### src/rtl/adder_pkg.sv
// Shared types and default sizing for the serial chunk adder.
package adder_pkg;

    localparam int DEFAULT_WIDTH   = 64;
    localparam int DEFAULT_CHUNK_W = 8;

    typedef enum logic [1:0] {
        IDLE,
        RUN,
        DONE
    } state_t;

endpackage

### src/rtl/chunk_adder.sv
// Combinational W-bit ripple-carry adder built from full_adder cells.
module chunk_adder #(
    parameter int W = 8
) (
    input  logic [W-1:0] i_a,
    input  logic [W-1:0] i_b,
    input  logic         i_cin,
    output logic [W-1:0] o_sum,
    output logic         o_cout
);

    logic [W:0] w_carry;

    assign w_carry[0] = i_cin;

    for (genvar i = 0; i < W; i++) begin : g_bit
        full_adder u_fa (
            .i_a    (i_a[i]),
            .i_b    (i_b[i]),
            .i_cin  (w_carry[i]),
            .o_sum  (o_sum[i]),
            .o_cout (w_carry[i+1])
        );
    end

    assign o_cout = w_carry[W];

endmodule

### src/rtl/full_adder.sv
// Single-bit full adder cell.
module full_adder (
    input  logic i_a,
    input  logic i_b,
    input  logic i_cin,
    output logic o_sum,
    output logic o_cout
);

    assign o_sum  = i_a ^ i_b ^ i_cin;
    assign o_cout = (i_a & i_b) | (i_cin & (i_a ^ i_b));

endmodule

### src/rtl/serial_chunk_adder.sv
// Multi-cycle adder: sum = a + b + cin, CHUNK_W bits per cycle, LSB chunk first.
// Define SERIAL_ADD_OVF_EN to add the signed-overflow output.
module serial_chunk_adder
    import adder_pkg::*;
#(
    parameter int WIDTH   = DEFAULT_WIDTH,
    parameter int CHUNK_W = DEFAULT_CHUNK_W
) (
    input  logic             clk,
    input  logic             rst_n,
    input  logic             in_valid,
    output logic             in_ready,
    input  logic [WIDTH-1:0] a,
    input  logic [WIDTH-1:0] b,
    input  logic             cin,
    output logic             out_valid,
    input  logic             out_ready,
    output logic [WIDTH-1:0] sum,
    output logic             cout
`ifdef SERIAL_ADD_OVF_EN
    ,
    output logic             overflow
`endif
);

    localparam int N     = WIDTH / CHUNK_W;
    localparam int CNT_W = (N > 1) ? $clog2(N) : 1;
    localparam logic [CNT_W-1:0] LAST = CNT_W'(N - 1);

    state_t               r_state, w_next_state;
    logic [CNT_W-1:0]     r_cnt;
    logic [WIDTH-1:0]     r_a, r_b, r_sum;
    logic                 r_carry, r_cout;
    logic                 w_accept, w_last;
    logic [CHUNK_W-1:0]   w_a_chunk, w_b_chunk, w_chunk_sum;
    logic                 w_chunk_cout;

    assign in_ready  = (r_state == IDLE);
    assign out_valid = (r_state == DONE);
    assign w_accept  = in_valid && in_ready;
    assign w_last    = (r_cnt == LAST);
    assign sum       = r_sum;
    assign cout      = r_cout;

    // NOTE: registered state uses non-blocking assignment so every flop samples pre-edge values.
    always_ff @(posedge clk or negedge rst_n) begin
        if (!rst_n) r_state <= IDLE;
        else        r_state <= w_next_state;
    end

    // NOTE: defaults are assigned first so no path leaves a signal unassigned and infers a latch.
    always_comb begin
        w_next_state = r_state;
        case (r_state)
            IDLE:    if (w_accept) w_next_state = RUN;
            RUN:     if (w_last)   w_next_state = DONE;
            DONE:    if (out_ready) w_next_state = IDLE;
            default: w_next_state = IDLE;
        endcase
    end

    // One adder is shared by all chunks; the counter selects which slice feeds it.
    always_comb begin
        w_a_chunk = '0;
        w_b_chunk = '0;
        for (int k = 0; k < N; k++) begin
            if (r_cnt == CNT_W'(k)) begin
                w_a_chunk = r_a[k*CHUNK_W +: CHUNK_W];
                w_b_chunk = r_b[k*CHUNK_W +: CHUNK_W];
            end
        end
    end

    chunk_adder #(.W(CHUNK_W)) u_chunk_adder (
        .i_a    (w_a_chunk),
        .i_b    (w_b_chunk),
        .i_cin  (r_carry),
        .o_sum  (w_chunk_sum),
        .o_cout (w_chunk_cout)
    );

    always_ff @(posedge clk or negedge rst_n) begin
        if (!rst_n) begin
            r_cnt   <= '0;
            r_a     <= '0;
            r_b     <= '0;
            r_sum   <= '0;
            r_carry <= 1'b0;
            r_cout  <= 1'b0;
        end else if (w_accept) begin
            r_cnt   <= '0;
            r_a     <= a;
            r_b     <= b;
            r_sum   <= '0;
            r_carry <= cin;
            r_cout  <= 1'b0;
        end else if (r_state == RUN) begin
            for (int k = 0; k < N; k++) begin
                if (r_cnt == CNT_W'(k)) r_sum[k*CHUNK_W +: CHUNK_W] <= w_chunk_sum;
            end
            r_carry <= w_chunk_cout;
            r_cnt   <= r_cnt + 1'b1;
            if (w_last) r_cout <= w_chunk_cout;
        end
    end

`ifdef SERIAL_ADD_OVF_EN
    logic r_ovf;

    // The top chunk's MSB is the final sum sign bit, so overflow is decided on the last chunk.
    always_ff @(posedge clk or negedge rst_n) begin
        if (!rst_n) begin
            r_ovf <= 1'b0;
        end else if (w_accept) begin
            r_ovf <= 1'b0;
        end else if (r_state == RUN && w_last) begin
            r_ovf <= (r_a[WIDTH-1] == r_b[WIDTH-1]) &&
                     (w_chunk_sum[CHUNK_W-1] != r_a[WIDTH-1]);
        end
    end

    assign overflow = r_ovf;
`endif

endmodule

### config.mk
export PLATFORM = sky130hd
export DESIGN_NAME = serial_chunk_adder
export DESIGN_NICKNAME = d
export VERILOG_FILES = /design/src/rtl/adder_pkg.sv /design/src/rtl/chunk_adder.sv /design/src/rtl/full_adder.sv /design/src/rtl/serial_chunk_adder.sv
export SDC_FILE = /design/constraint.sdc
export NUM_CORES = 1
export LEC_CHECK = 0
export BUFFER_PORTS_ARGS = -buffer_cell sky130_fd_sc_hd__buf_2
export CAP_MARGIN = 40
export CELL_PAD_IN_SITES_DETAIL_PLACEMENT = 1
export CELL_PAD_IN_SITES_GLOBAL_PLACEMENT = 2
export CORE_MARGIN = 2
export CORE_UTILIZATION = 40
export CTS_BUF_LIST = sky130_fd_sc_hd__clkbuf_8
export DETAILED_ROUTE_END_ITERATION = 16
export PLACE_DENSITY = 0.93
export SLEW_MARGIN = 30
export SYNTH_ARGS = -nofsm -noshare
export SYNTH_HDL_FRONTEND = slang
export SYNTH_SLANG_ARGS = --single-unit
### constraint.sdc
create_clock -name clk -period 9.06 [get_ports clk]
set_input_delay 1.812 -clock clk [delete_from_list [all_inputs] [get_ports clk]]
set_output_delay 1.812 -clock clk [all_outputs]
set_load 0.1 [all_outputs]
-- Yosys cells after proc, flatten, opt, wreduce, memory -nomap -nowiden
Index checks and enable logic that the tools add are counted.
- mux-type cells: 37
- multiply operators: 0
- bitwise logic cells: 40
- add/subtract/negate cells: 1
- divide/modulo/power cells: 0
- order comparisons: 0
- shift-type cells: 0
- reductions and logical operators: 21
- equality and inequality tests: 12
- operators with widths (cell ; number):
    2-to-1 mux 8 bit ; 24
    2-to-1 mux 64 bit ; 2
    nonzero test 2 bit ; 9
    AND 1 bit ; 16
    AND reduction 2 bit ; 8
    bitwise XOR 1 bit ; 16
    equality test 3 bit, second input constant ; 4
    OR 1 bit ; 8
    equality test 3 x 2 -> 1 bit, second input constant ; 2
    2-to-1 mux 2 bit ; 3
    2-to-1 mux 3 bit ; 2
    case mux 2 bit (3 select lines) ; 1
    2-to-1 mux 1 bit ; 5
    != test 2 x 1 -> 1 bit, second input constant ; 2
    adder 3 x 1 -> 3 bit, second input constant ; 1
    equality test 3 x 1 -> 1 bit, second input constant ; 1
    zero test 3 bit ; 1
    AND reduction 3 bit ; 1
    equality test 2 x 1 -> 1 bit, second input constant ; 1
    equality test 2 bit, second input constant ; 1
    zero test 2 bit ; 1
    != test 2 bit, second input constant ; 1
    logical AND 1 bit ; 1
- flip-flop bits (word level): 199
- bits in writable memories: 0
- word-level logic and storage cells: 125
- ROM bits: 0
- latch bits: 0
- memories: 0
- output and inout bits: 67
- bits of input ports: 133

-- Longest topological paths before layout
- depth in word-level cells: 29
- gate-level depth with buffers: 23

-- Hierarchy
Synthesis repeated with hierarchy kept, for this count alone.
- cells, all modules: 817
- area, all modules: 9877.0 um^2
- by module, submodules not included (module ; sequential area each (um^2) ; cells an instance ; times used ; area each (um^2)):
    serial_chunk_adder ; 4979.8 ; 809 ; 1 ; 9716.8
    full_adder ; 0.0 ; 1 ; 8 ; 20.0

-- Worst setup path before layout
Ideal clock, no wire load.
- path kind: register -> register
- start: reg r_cnt[2]
- end: reg r_sum[63], in the netlist sum[63]
- slack: 3.353 ns
- arrival time: 5.629 ns
- stages on the path, launching flop included: 24
- period minus slack after synthesis: 5.707 ns
- cells stage by stage: dfrtp_1 > buf_4 > clkinv_1 > buf_2 > ha_1 > buf_2 > or2_1 > buf_2 > a221oi_1 > o221ai_1 > o211a_1 > fa_1 > fa_1 > fa_1 > fa_1 > fa_1 > inv_1 > fa_1 > fa_1 > inv_1 > fa_1 > clkbuf_1 > nand3_1 > a21oi_1
- word-level cells in the longest chain between the ends: 28
- elaborated cells between the ends (all ways): 59
- classes of those cells: 7 x eq/ne; 19 x mux; 30 x bitwise; 3 x reduce/logical
- RTL lines (what ; line ; text):
    start, declared ; serial_chunk_adder.sv:31 ; logic [CNT_W-1:0] r_cnt;
    start signal, assigned ; serial_chunk_adder.sv:102 ; r_cnt <= r_cnt + 1'b1;
    zero test 3 bit ; serial_chunk_adder.sv:67 ; if (r_cnt == CNT_W'(k)) begin
    2-to-1 mux 8 bit (8 in a row) ; serial_chunk_adder.sv:67 ;
    bitwise XOR 1 bit ; full_adder.sv:11 ; assign o_cout = (i_a & i_b) | (i_cin & (i_a ^ i_b));
    AND 1 bit ; full_adder.sv:11 ;
    OR 1 bit ; full_adder.sv:11 ;
    AND 1 bit ; full_adder.sv:11 ;
    OR 1 bit ; full_adder.sv:11 ;
    AND 1 bit ; full_adder.sv:11 ;
    [... 5 more ...] ; - ;
    AND 1 bit ; full_adder.sv:11 ;
    OR 1 bit ; full_adder.sv:11 ;
    AND 1 bit ; full_adder.sv:11 ;
    OR 1 bit ; full_adder.sv:11 ;
    bitwise XOR 1 bit ; full_adder.sv:10 ; assign o_sum = i_a ^ i_b ^ i_cin;
    2-to-1 mux 8 bit ; serial_chunk_adder.sv:99 ; if (r_cnt == CNT_W'(k)) r_sum[k*CHUNK_W +: CHUNK_W] <= w_chunk_sum;
    2-to-1 mux 64 bit ; serial_chunk_adder.sv:97 ; end else if (r_state == RUN) begin
    2-to-1 mux 64 bit ; serial_chunk_adder.sv:90 ; end else if (w_accept) begin
    end signal, assigned by index ; serial_chunk_adder.sv:99 ;
    end, declared ; serial_chunk_adder.sv:32 ; logic [WIDTH-1:0] r_a, r_b, r_sum;
Parallel ways exist; a longest one is shown, timed or not. The select of a mux whose other input is x is not followed.
A chain may end at the register's enable or synchronous reset.

-- Worst setup path after layout
- start: reg r_cnt[2]
- end: reg r_sum[31], in the netlist sum[31]
The elaborated chain is that of the path after synthesis.

==> flow_metrics.py <==
metrics = {
    "clock_tree": {
        "cts_buffers": 17,
        "cts_tree": "done",
        "clk_path_buf_depth": 2,
        "cts.htree.levels": 4,
        "root_buffer": "clkbuf_8",
        "post_cts_resized": 0,
        "clock_latency_ns": 0.49,
        "cts_setup_buffers": 0,
        "cts.reportedPaths.clkPinSlew_ns": 0.11,
        "cts_sinks": 199,
        "cts-hold-fix-buffers": 0,
    },
    "placement": {
        "portBuffers": 199,
        "gp_congestion": 0.808,
        "dpl.cell_count": 1272,
        "dp_hpwl_um": 20500,
    },
    "sta": {
        "finalClockSkew_ns": 0.0207,
        "hold_viol_final": 0,
        "setup_viol": 0,
        "setup-tns-final_ns": 0,
        "worstMarginPinSlew_ns": 1.05,
        "report.final.slew_viol_count": 0,
        "rsz0062_at_grt": "no",
        "period_share_pct": 80.4,
        "period_minus_slack_ns": 7.28,
        "relSlewSlack_pct": 30.1,
        "fmax_mhz": 137,
    },
    "finish": {
        "instances_no_fill": 1306,
        "multi_input_area_um2": 4210,
        "fillers": 2625,
        "final-seq-area_um2": 4980,
        "drive_above_1_share_pct": 37.2,
        "syn_to_final_growth_pct": 16.6,
        "antenna_cells": 0,
        "layout.nets": 1121,
    },
    "die": {
        "core_area_um2": 23500,
        "dieArea_um2": 25300,
        "start_util_pct": 40.9,
        "io_pins": 200,
        "std_cell_rows": 56,
        "die_h_um": 159,
        "dieWidth_um": 159,
    },
    "global_route": {
        "grt_usage_pct": 23.1,
        "grt_overflow": 0,
        "grtUsageMet1_pct": 30.6,
        "grt.busiest_layer": "met2",
        "grt_max_degree": 147,
        "met2_usage_pct": 38.4,
        "grt_pass1_wl_um": 45100,
        "use_met3_pct": 3.49,
        "antenna_found_initial": 0,
        "first_global_vias": 7618,
    },
    "synth": {
        "synth_top_cell_area_share_pct": 51.7,
        "ys_ff_latch": 199,
        "netlist_area_um2": 9630,
        "yosysMostFrequentCell": "dfrtp_1",
        "postSynthAreaPerCell_um2": 11.8,
        "ys_warn_count": 0,
        "synthArstFlopShare_pct": 100,
        "synth_top_area_cell": "dfrtp_1",
        "ys_seq_area_share_pct": 51.7,
        "syn_inst": 814,
        "synth_area_leaders": "dfrtp_1, mux2_4, a21oi_1",
        "synth-edff-count": 0,
        "synthTopCellsByCount": "dfrtp_1, mux2_4, a21oi_1",
        "ys.flop_type": "dfrtp_1",
        "yosys.cell_types.count": 45,
        "mappedNetlistNets": 961,
    },
    "drt": {
        "drt_iter0_markers": 556,
        "firstDrtPassIters": 5,
        "viasPerCell": 5.42,
        "routed_wl_um": 28800,
        "postRouteAntennaNets": 0,
        "wire_per_inst_um": 22.1,
        "vias": 7077,
        "drc_errors": 0,
    },
    "min_path": {
        "min_path_type": "flop to flop",
    },
    "job": {
        "cap_violations": 0,
    },
    "status": {
        "outcome": "complete, no violations",
    },
    "worst_setup_path": {
        "crit_required_ns": 9.46,
        "end_kind": "flop",
        "crit_arrival_ns": 7.69,
        "critical_path.max_fanout": 22,
        "criticalPathCategory": "flop to flop",
        "start_kind": "flop",
    },
}
==> per-layer routing <==
layer | vias to the layer above | part of all wire, %
met4 | 0 | 3.2
met1 | 3645 | 44
met2 | 209 | 49
li1 | 3172 | -
met3 | 51 | 4.2
met5 | - | 0
==> critical path, cell delays in order, from the launching register on <==
cell,delay [ns]
dfrtp_1,0.90
clkinv_1,0.67
ha_1,0.59
buf_6,0.23
nor2b_1,0.20
a2111oi_0,0.69
a21oi_1,0.19
fa_1,0.43
fa_1,0.46
fa_1,0.46
fa_1,0.46
fa_1,0.43
inv_1,0.09
fa_1,0.22
fa_1,0.19
inv_1,0.05
fa_1,0.68
nand3_1,0.12
a21oi_1,0.14
==> logic make-up after synthesis <==
family                   after synthesis  synth area share [%]
flip-flops                           199                  51.7
adder cells (fa/ha/maj)               14                  2.44
multiplexers                         144                  20.1
buffers and inverters                 83                  4.63
AND/OR/NAND/NOR                      206                  9.99
AO/OA/AOI/OAI                        168                  11.2
==> cell usage in the layout, fill, tap and decap left out, types with 2 or more instances in the layout <==
master / instances
nand4b_1: 2
a22o_1: 3
o211ai_1: 8
a21oi_1: 79
ha_2: 2
mux2i_1: 25
buf_4: 4
o21ai_0: 27
buf_16: 2
mux2_4: 91
nor2_1: 68
nand4bb_1: 3
o221ai_1: 7
clkinv_8: 5
a2111oi_0: 8
clkinv_4: 3
a221o_1: 2
inv_8: 3
clkbuf_8: 19
fa_1: 8
nand3_1: 21
ha_1: 4
nand3b_1: 3
dfrtp_1: 199
a32oi_1: 8
nand2b_1: 19
inv_1: 15
a221oi_1: 15
buf_2: 198
nand2_1: 66
nor2b_1: 9
mux2_2: 28
buf_12: 2
o211a_1: 6
or3_1: 6
==> flip-flops by register name (all words and copies together), names as in the netlist <==
name	count
r_a	64
sum	64
r_b	64
r_cnt	3
cout	1
r_state	2
r_carry	1
==> stage by stage <==
stage	area, µm²	util, %	hold WS (ns)	setup WS, ns
after floorplan	9630	-	0.473	3.35
after global placement	10700	45.5	0.492	2.17
after detailed placement	10800	45.7	0.495	1.87
after CTS	11200	47.6	0.524	1.82
after global routing	11200	47.7	0.537	1.45
final	11200	47.7	0.524	1.78
==> area by class of cell <==
| class | instances | area share (%) |
|---|---|---|
| clock buffers | 18 | 2.21 |
| clock inverters | 14 | 1.67 |
| inverters | 16 | 0.535 |
| multi-input cells | 532 | 37.5 |
| flip-flops and latches | 199 | 44.4 |
| well taps | 319 | 3.55 |
| repair buffers | 208 | 10.2 |
==> worst paths after layout <==
path                          start      end  slack [ns]  cells after the start
max                        r_cnt[2]  sum[31]        1.78                     18
max in group asynchronous     rst_n  sum[39]        6.33                      4
max reg2reg                r_cnt[2]  sum[31]        1.78                     18
min in group asynchronous     rst_n   r_b[7]        1.31                      1
min                         r_b[48]  r_b[48]        0.52                      1
min reg2reg                 r_b[48]  r_b[48]        0.52                      1
Power is not shown: default switching activity piles up to over one toggle a cycle in this logic, so the estimate is an artifact.
